==> src/rtl/uart_lite.sv <==
// uart_lite: 8N1 UART with AXI4-Lite register interface, TX/RX FIFOs and interrupt
// Ports: clk_i clock; rst_i asynchronous active-low reset;
//        cfg_aw*/cfg_w*/cfg_b* AXI4-Lite write channels, cfg_ar*/cfg_r* read channels;
//        rx_i serial input (idle high); tx_o serial output (idle high); intr_o one-clock interrupt pulse.
module uart_lite #(
    parameter int CLK_FREQ   = 50000000,
    parameter int BAUDRATE   = 125000,
    parameter int FIFO_DEPTH = 4
) (
    input  logic        clk_i,
    input  logic        rst_i,
    input  logic        cfg_awvalid_i,
    input  logic [31:0] cfg_awaddr_i,
    output logic        cfg_awready_o,
    input  logic        cfg_wvalid_i,
    input  logic [31:0] cfg_wdata_i,
    input  logic [3:0]  cfg_wstrb_i,
    output logic        cfg_wready_o,
    output logic        cfg_bvalid_o,
    output logic [1:0]  cfg_bresp_o,
    input  logic        cfg_bready_i,
    input  logic        cfg_arvalid_i,
    input  logic [31:0] cfg_araddr_i,
    output logic        cfg_arready_o,
    output logic        cfg_rvalid_o,
    output logic [31:0] cfg_rdata_o,
    output logic [1:0]  cfg_rresp_o,
    input  logic        cfg_rready_i,
    input  logic        rx_i,
    output logic        tx_o,
    output logic        intr_o
);
    localparam int BIT_CLKS = CLK_FREQ / BAUDRATE;
    localparam int CW = $clog2(BIT_CLKS);
    localparam int AW = $clog2(FIFO_DEPTH);
    localparam int PW = AW + 1;
    localparam logic [CW-1:0] BIT_END = CW'(BIT_CLKS - 1);
    localparam logic [CW-1:0] HALF_END = CW'(BIT_CLKS / 2 - 1);
    localparam logic [PW-1:0] DEPTH = PW'(FIFO_DEPTH);

    typedef enum logic [1:0] {R_IDLE, R_START, R_DATA, R_STOP} rx_state_t;

    rx_state_t rx_st, rx_st_n;
    logic [PW-1:0] tx_wp, tx_rp, rx_wp, rx_rp, tx_lvl, rx_lvl;
    logic [7:0] tx_mem [FIFO_DEPTH];
    logic [7:0] rx_mem [FIFO_DEPTH];
    logic [1:0] wa, ra, rx_s;
    logic wr_acc, rd_acc, ctl_wr, tx_rst, rx_rst, tx_push, rx_pop, st_rd;
    logic ie, oe, fe;
    logic tx_busy, tx_end, tx_load;
    logic [3:0] tx_bit;
    logic [CW-1:0] tx_clk, rx_clk;
    logic [9:0] tx_sh;
    logic rx_q, rx_fall, rx_tick, rx_done, rx_ok, rx_push;
    logic [2:0] rx_bit;
    logic [7:0] rx_sh, status, rd_byte;
    logic unused_ok;

    assign wa = cfg_awaddr_i[3:2];
    assign ra = cfg_araddr_i[3:2];
    assign wr_acc = cfg_awvalid_i & cfg_wvalid_i & ~cfg_bvalid_o;
    assign rd_acc = cfg_arvalid_i & ~cfg_rvalid_o;
    assign cfg_awready_o = wr_acc;
    assign cfg_wready_o = wr_acc;
    assign cfg_arready_o = rd_acc;
    assign cfg_bresp_o = 2'b00;
    assign cfg_rresp_o = 2'b00;
    assign unused_ok = ^{cfg_awaddr_i[31:4], cfg_awaddr_i[1:0], cfg_araddr_i[31:4],
                         cfg_araddr_i[1:0], cfg_wdata_i[31:8], cfg_wstrb_i[3:1]};

    assign tx_lvl = tx_wp - tx_rp;
    assign rx_lvl = rx_wp - rx_rp;
    assign ctl_wr = wr_acc & (wa == 2'd3) & cfg_wstrb_i[0];
    assign tx_rst = ctl_wr & cfg_wdata_i[0];
    assign rx_rst = ctl_wr & cfg_wdata_i[1];
    assign tx_push = wr_acc & (wa == 2'd1) & cfg_wstrb_i[0] & (tx_lvl != DEPTH);
    assign rx_pop = rd_acc & (ra == 2'd0) & (rx_lvl != '0);
    assign st_rd = rd_acc & (ra == 2'd2);
    assign status = {1'b0, fe, oe, ie, tx_lvl == DEPTH, tx_lvl == '0, rx_lvl == DEPTH, rx_lvl != '0};
    assign rd_byte = (ra == 2'd0 && rx_lvl != '0) ? rx_mem[rx_rp[AW-1:0]] : 8'h00;

    // A new byte is loaded in the same cycle the previous stop bit ends, so frames run back to back.
    assign tx_end = tx_busy & (tx_clk == BIT_END) & (tx_bit == 4'd9);
    assign tx_load = (~tx_busy | tx_end) & (tx_lvl != '0) & ~tx_rst;
    assign tx_o = tx_sh[0];

    assign rx_fall = rx_q & ~rx_s[1];
    assign rx_tick = rx_clk == ((rx_st == R_START) ? HALF_END : BIT_END);
    assign rx_done = (rx_st == R_STOP) & rx_tick;
    assign rx_ok = rx_done & rx_s[1];
    assign rx_push = rx_ok & (rx_lvl != DEPTH) & ~rx_rst;

    always_ff @(posedge clk_i or negedge rst_i) begin
        if (!rst_i) begin
            cfg_bvalid_o <= 1'b0;
            cfg_rvalid_o <= 1'b0;
            cfg_rdata_o <= '0;
            ie <= 1'b0;
            oe <= 1'b0;
            fe <= 1'b0;
            intr_o <= 1'b0;
            tx_wp <= '0;
            tx_rp <= '0;
            rx_wp <= '0;
            rx_rp <= '0;
        end else begin
            cfg_bvalid_o <= wr_acc | (cfg_bvalid_o & ~cfg_bready_i);
            cfg_rvalid_o <= rd_acc | (cfg_rvalid_o & ~cfg_rready_i);
            if (rd_acc) cfg_rdata_o <= {24'h0, (ra == 2'd2) ? status : rd_byte};
            if (ctl_wr) ie <= cfg_wdata_i[4];
            // A same-cycle error event wins over the clear-on-read.
            oe <= (rx_ok & (rx_lvl == DEPTH)) | (oe & ~st_rd);
            fe <= (rx_done & ~rx_s[1]) | (fe & ~st_rd);
            intr_o <= ie & (rx_push | (tx_end & ~tx_load));
            tx_wp <= tx_rst ? '0 : tx_wp + PW'(tx_push);
            tx_rp <= tx_rst ? '0 : tx_rp + PW'(tx_load);
            rx_wp <= rx_rst ? '0 : rx_wp + PW'(rx_push);
            rx_rp <= rx_rst ? '0 : rx_rp + PW'(rx_pop);
        end
    end

    always_ff @(posedge clk_i) begin
        if (tx_push) tx_mem[tx_wp[AW-1:0]] <= cfg_wdata_i[7:0];
        if (rx_push) rx_mem[rx_wp[AW-1:0]] <= rx_sh;
    end

    always_ff @(posedge clk_i or negedge rst_i) begin
        if (!rst_i) begin
            tx_busy <= 1'b0;
            tx_sh <= '1;
            tx_bit <= '0;
            tx_clk <= '0;
        end else if (tx_load) begin
            tx_busy <= 1'b1;
            tx_sh <= {1'b1, tx_mem[tx_rp[AW-1:0]], 1'b0};
            tx_bit <= '0;
            tx_clk <= '0;
        end else if (tx_busy) begin
            tx_clk <= (tx_clk == BIT_END) ? '0 : tx_clk + 1'b1;
            if (tx_clk == BIT_END) begin
                tx_sh <= {1'b1, tx_sh[9:1]};
                tx_bit <= tx_bit + 1'b1;
                tx_busy <= tx_bit != 4'd9;
            end
        end
    end

    always_ff @(posedge clk_i or negedge rst_i) begin
        if (!rst_i) begin
            rx_st <= R_IDLE;
            rx_s <= 2'b11;
            rx_q <= 1'b1;
            rx_clk <= '0;
            rx_bit <= '0;
            rx_sh <= '0;
        end else begin
            rx_st <= rx_st_n;
            rx_s <= {rx_s[0], rx_i};
            rx_q <= rx_s[1];
            rx_clk <= (rx_st == R_IDLE || rx_tick) ? '0 : rx_clk + 1'b1;
            if (rx_st == R_DATA && rx_tick) begin
                rx_sh <= {rx_s[1], rx_sh[7:1]};
                rx_bit <= rx_bit + 1'b1;
            end
        end
    end

    // The start bit is re-checked at half a bit; a high line there is treated as a glitch.
    always_comb begin
        rx_st_n = rx_st;
        case (rx_st)
            R_IDLE:  rx_st_n = rx_fall ? R_START : R_IDLE;
            R_START: rx_st_n = !rx_tick ? R_START : (rx_s[1] ? R_IDLE : R_DATA);
            R_DATA:  rx_st_n = (rx_tick && rx_bit == 3'd7) ? R_STOP : R_DATA;
            R_STOP:  rx_st_n = rx_tick ? R_IDLE : R_STOP;
            default: rx_st_n = R_IDLE;
        endcase
    end
endmodule

==> config.mk <==
export PLATFORM = sky130hd
export DESIGN_NAME = uart_lite
export DESIGN_NICKNAME = d
export VERILOG_FILES = /design/src/rtl/uart_lite.sv
export SDC_FILE = /design/constraint.sdc
export NUM_CORES = 1
export LEC_CHECK = 0
export ABC_AREA = 1
export BUFFER_PORTS_ARGS = -buffer_cell sky130_fd_sc_hd__buf_2
export CORE_UTILIZATION = 49
export DETAILED_ROUTE_END_ITERATION = 10
export PLACE_DENSITY = 0.77
export REMOVE_ABC_BUFFERS = 1
export SYNTH_ARGS = -nofsm -noshare
export SYNTH_HDL_FRONTEND = slang
export SYNTH_SLANG_ARGS = --single-unit
==> constraint.sdc <==
create_clock -name clk_i -period 2.23 [get_ports clk_i]
set_input_delay 0.223 -clock clk_i [delete_from_list [all_inputs] [get_ports clk_i]]
set_output_delay 0.223 -clock clk_i [all_outputs]
set_load 0.02 [all_outputs]
[Yosys cells after proc, flatten, opt, wreduce, memory -nomap -nowiden]
Memories as Yosys holds them, arrays and structs flattened.
Cells that the tools add are included.
Operators by class
  $add $sub $neg: 10
  equality and inequality tests: 15
  mux-type cells: 30
  bitwise operators: 46
  reduce and logical (&&, ||, !) cells: 12
Operator list (count)
  $mux 9: 5
  $and 1x1->1: 30
  $mux 10: 3
  $add 9x1->9 const B: 2
  $mux 8: 2
  $add 3x1->3: 4
  $mux 3: 4
  $mux 4: 3
  $not 1->1: 10
  $eq 3x3->1 const B: 3
  $eq 9x9->1: 1
  $eq 9x9->1 const B: 1
  $mux 1: 9
  $eq 2x2->1 const B: 4
  $pmux 2 s4: 1
  $mux 2: 3
  $ne 3x3->1 const B: 2
  $or 1x1->1: 6
  $reduce_bool 3->1: 2
  $sub 3x3->3: 2
  $add 4x1->4 const B: 1
  $eq 2x1->1 const B: 2
  $eq 4x4->1 const B: 1
  $logic_not 2->1: 2
  other kinds (7): 10
Word-level totals
  flip-flop bits (word level): 75
  bits in writable memories: 64
  memories kept: 2
Memory list
  rx_mem: words 4, width 8, read ports 1, clocked after memory_dff 0, write ports 1, RTL line 46  | logic [7:0] rx_mem [FIFO_DEPTH];
  tx_mem: words 4, width 8, read ports 1, clocked after memory_dff 0, write ports 1, RTL line 45  | logic [7:0] tx_mem [FIFO_DEPTH];

[Longest topological paths before layout]
  depth after elaboration: 11
  depth in mapped cells: 16
  mapped depth without buffers: 16

[Worst setup path after synthesis]
No wires, ideal clock.
  path type: register to register
  start point: reg tx_rp[1]
  end point: mem tx_mem[0][0] (enable)
  library setup time: 0.383 ns
  data arrival time: 1.999 ns
  slack: -0.152 ns
  cell stages (with the launch flop): 11
  path buffers: 0
  period minus slack after synthesis: 2.382 ns
  cell sequence: dfrtp_1 -> clkinv_1 -> ha_1 -> inv_1 -> nor2_1 -> nor2_1 -> nand2_2 -> nand2_1 -> nand2_1 -> nand2_1 -> nor3_1
On the way
  cells in the longest elaborated chain, start to end: 5
Ends and longest elaborated chain
  from (decl): RTL line 44  | logic [PW-1:0] tx_wp, tx_rp, rx_wp, rx_rp, tx_lvl, rx_lvl;
  from (signal assigned): RTL line 116  | tx_rp <= tx_rst ? '0 : tx_rp + PW'(tx_load);
  $sub 3x3->3: RTL line 71  | assign tx_lvl = tx_wp - tx_rp;
  $ne 3x3->1: RTL line 76  | assign tx_push = wr_acc & (wa == 2'd1) & cfg_wstrb_i[0] & (tx_lvl != DEPTH);
  $and 1x1->1: RTL line 76
  $mux 1: RTL line 123  | if (tx_push) tx_mem[tx_wp[AW-1:0]] <= cfg_wdata_i[7:0];
  $mux 1 (not written as such): RTL line 123
  to (decl): RTL line 45
Every way passes these cells.

[Worst setup path in the final report]
  start point: reg tx_wp[1]
  end point: reg tx_wp[2]
On the way
  cells in the longest elaborated chain, start to end: 5
Ends and longest elaborated chain
  from (decl): RTL line 44
  from (signal assigned): RTL line 115  | tx_wp <= tx_rst ? '0 : tx_wp + PW'(tx_push);
  $sub 3x3->3: RTL line 71
  $ne 3x3->1: RTL line 76
  $and 1x1->1: RTL line 76
  $add 3x1->3 (*): RTL line 115
  $mux 3 (*): RTL line 115
Every way passes the cells marked *; elsewhere a longest branch is shown, timed or not.
A chain may end at the register's enable or synchronous reset.

==> flow_summary.ini <==
[status]
outcome = complete, no violations

[synth]
synth_area_leader_cell = edfxtp_1
yosys_warnings = 0
synth_top_area_share_pct = 30.03
synth_edf_count = 64
synth.most_common_cell = nand2_1
synth.yosys.seq_area_share_pct = 59.20
syn_inst = 648
ys_async_sr_fraction_pct = 53.62
synthFlopType = edfxtp_1
synth-seq-cells = 138
synth_area_leaders = edfxtp_1 30%, dfrtp_1 24%, nand2_1 7.4%, dfstp_2 4.9%, inv_1 4.5%
avgSynthCellArea_um2 = 9.876
ys_types = 40
yosys-top-cells-count = 127 x nand2_1, 76 x inv_1, 75 x nor2_1
syn_area_um2 = 6400

[setup_path]
worstPathCellList = ha_1 > inv_1 > o21bai_1 > nand2_2 > nand2_2 > nand2_2 > nand2_2 > inv_1 > ha_1 > ha_1 > xor2_1 > nand2_1 > inv_1
cp_max_fo = 5
start_kind = flop
path_common_cell = nand2_2
cp_data_required_time_ns = 2.54
critPathCaptureType = flop
crit_buf_inv = 3
criticalPathCategory = flop to flop
cp_slowest_cell = dfrtp_1
crit_family = adder cells
arrival_ns = 2.43
critPathMaxStageDelay_ns = 0.43

[cts]
clock_sink_count = 138
clockRootBuffer = clkbuf_16
cts_buffers = 17
worst_skew_pair.late_latency_ns = 0.42
cts.reportedPaths.clkPinSlew_ns = 0.05
cts_tree = built
htreeDepth = 4
clk_path_buf_depth = 2

[flow_run]
maxCapViolCount = 0

[global_routing]
grt_pass1_vias = 4390
grt_usage_pct = 20.23
grt_pass1_wl_um = 20530
antenna_found_initial = 0
grt_max_degree = 75
grt_overflow = 0

[routing]
wl_per_cell_um = 13.72
ant_nets = 0
viasPerCell = 5.052
dr.pass1.iters = 4
wl_um = 12370
num_vias = 4552
drc = 0
drt_iter0_markers = 357

[pwr]
p_total_mw = 6.339
p_leak_nw = 3.588
peakVddDrop_v = 0.0005253
cellPowerDensity_nw_per_um2 = 849.4

[final_layout]
diodes = 0
drive_above_1_share_pct = 17.83
seq_area_um2 = 3790
multi_input_area_um2 = 2118
final.fill_count = 996
area_growth_pct = 16.60
fin_nets = 842

[die]
core-area_um2 = 12670
std_cell_rows = 41
die_h_um = 116.3
start_util_pct = 50.51
io_pins = 151
die_area_um2 = 13520
die_w_um = 116.3

[timing]
maxSlewHeadroom_pct = 63.54
holdWs_ns = 0.02231
setup_viol = 0
fmax_ghz = 0.4709
period_share_pct = 95.24
final_hold_viol_count = 0
post-route-min-period_ns = 2.124
skew_ns = 0.007869
worst_pin_slew_ns = 0.5456
slew_violations = 0

[place]
place.gp.congestion = 0.8298
io_buffers = 35
place_hpwl_um = 8250

[min_path]
hold_class = input pin to flop
[worst paths after layout]
check | from | endpoint | slack, ns | cells after the start
worst min register to register | rx_s[0]$_DFF_PN1_ | rx_s[1]$_DFF_PN1_ | 0.35 | 0
worst max register to register | tx_wp[1]$_DFF_PN0_ | tx_wp[2]$_DFF_PN0_ | 0.11 | 13
worst max-delay path | tx_wp[1]$_DFF_PN0_ | tx_wp[2]$_DFF_PN0_ | 0.11 | 13
worst min-delay path | cfg_wdata_i[5] | tx_mem[1][5]$_DFFE_PP_ | 0.02 | 1
min in group asynchronous | rst_i | tx_bit[0]$_DFFE_PN0P_ | 0.35 | 3
max in group asynchronous | rst_i | rx_q$_DFF_PN1_ | 1.51 | 3
[registers in the layout, indices dropped and copies added (netlist names), 2 cells and up]
name and count:
cfg_rdata_o 8, rx_bit 3, rx_clk 9, rx_mem 32, rx_rp 3, rx_s 2, rx_sh 8, rx_st 2
rx_wp 3, tx_bit 4, tx_clk 9, tx_mem 32, tx_rp 3, tx_sh 9, tx_wp 3
[logic make-up after synthesis]
kind of cell	Yosys count	synth area share [%]
flops	138	59.20
fa+ha+maj	18	3.519
other cells	1	0.05859
xor+xnor	8	1.095
buf+inv	125	9.599
simple gates	261	18.14
compound gates	97	8.387
[layout by cell type (no fill, tap or decap), types with 11 or more instances in the layout]
cell type  Yosys  layout
nand2_1      127     122
inv_1         76      75
nor2_1        75      74
edfxtp_1      64      64
dfrtp_1       62      61
o21ai_0       56      56
buf_2          5      34
conb_1         1      28
buf_4         31      25
ha_1          18      18
clkbuf_16      0      18
nand4_1       16      16
nand3_1       14      13
a21oi_1       12      12
dfstp_2       12      12
o22ai_1       11      11
[power by group]
group | leakage (nW) | switching, mW | internal [mW]
sequential | 1.59 | 0.0771 | 2.76
clock | 0.295 | 0.985 | 1.85
combinational | 1.71 | 0.437 | 0.231
total | 3.59 | 1.50 | 4.84
[cell type report]
type,instances,share of cell area (%)
flip-flops and latches,138,50.79
multi-input cells,412,28.39
well taps,172,2.884
repair buffers,65,5.734
clock inverters,8,1.576
inverters,82,4.158
clock buffers,24,6.472
[metrics by stage]
| step | std cells | setup slack [ns] | cell area, um2 | setup TNS, ns | utilization (%) |
|---|---|---|---|---|---|
| finish | 901 | 0.1062 | 7462 | 0 | 58.89 |
| global route | 901 | -0.009070 | 7462 | -0.009070 | 58.89 |
| global placement | 861 | 0.1703 | 6765 | 0 | 53.39 |
| CTS | 897 | 0.004041 | 7406 | 0 | 58.45 |
| floorplan | 632 | -0.1522 | 6195 | -2.973 | - |
| detailed placement | 861 | 0.05992 | 6765 | 0 | 53.39 |
[per-layer routing]
layer	track usage, %	up-vias	wire length, um
met1	25.09	2171	5219
met3	6.227	20	696
met4	7.692	0	187
met5	0	-	0
li1	-	2226	-
met2	33.25	135	6262
[timing repair]
item / 4_1_cts / 5_1_grt
setup endpoints to repair: 0 / 49
setup buffers: 0 / 3
hold buffers: 4 / 1
hold endpoints to repair: 65 / 4
resized for setup: 0 / 12
(Power assumes the default switching activity.)
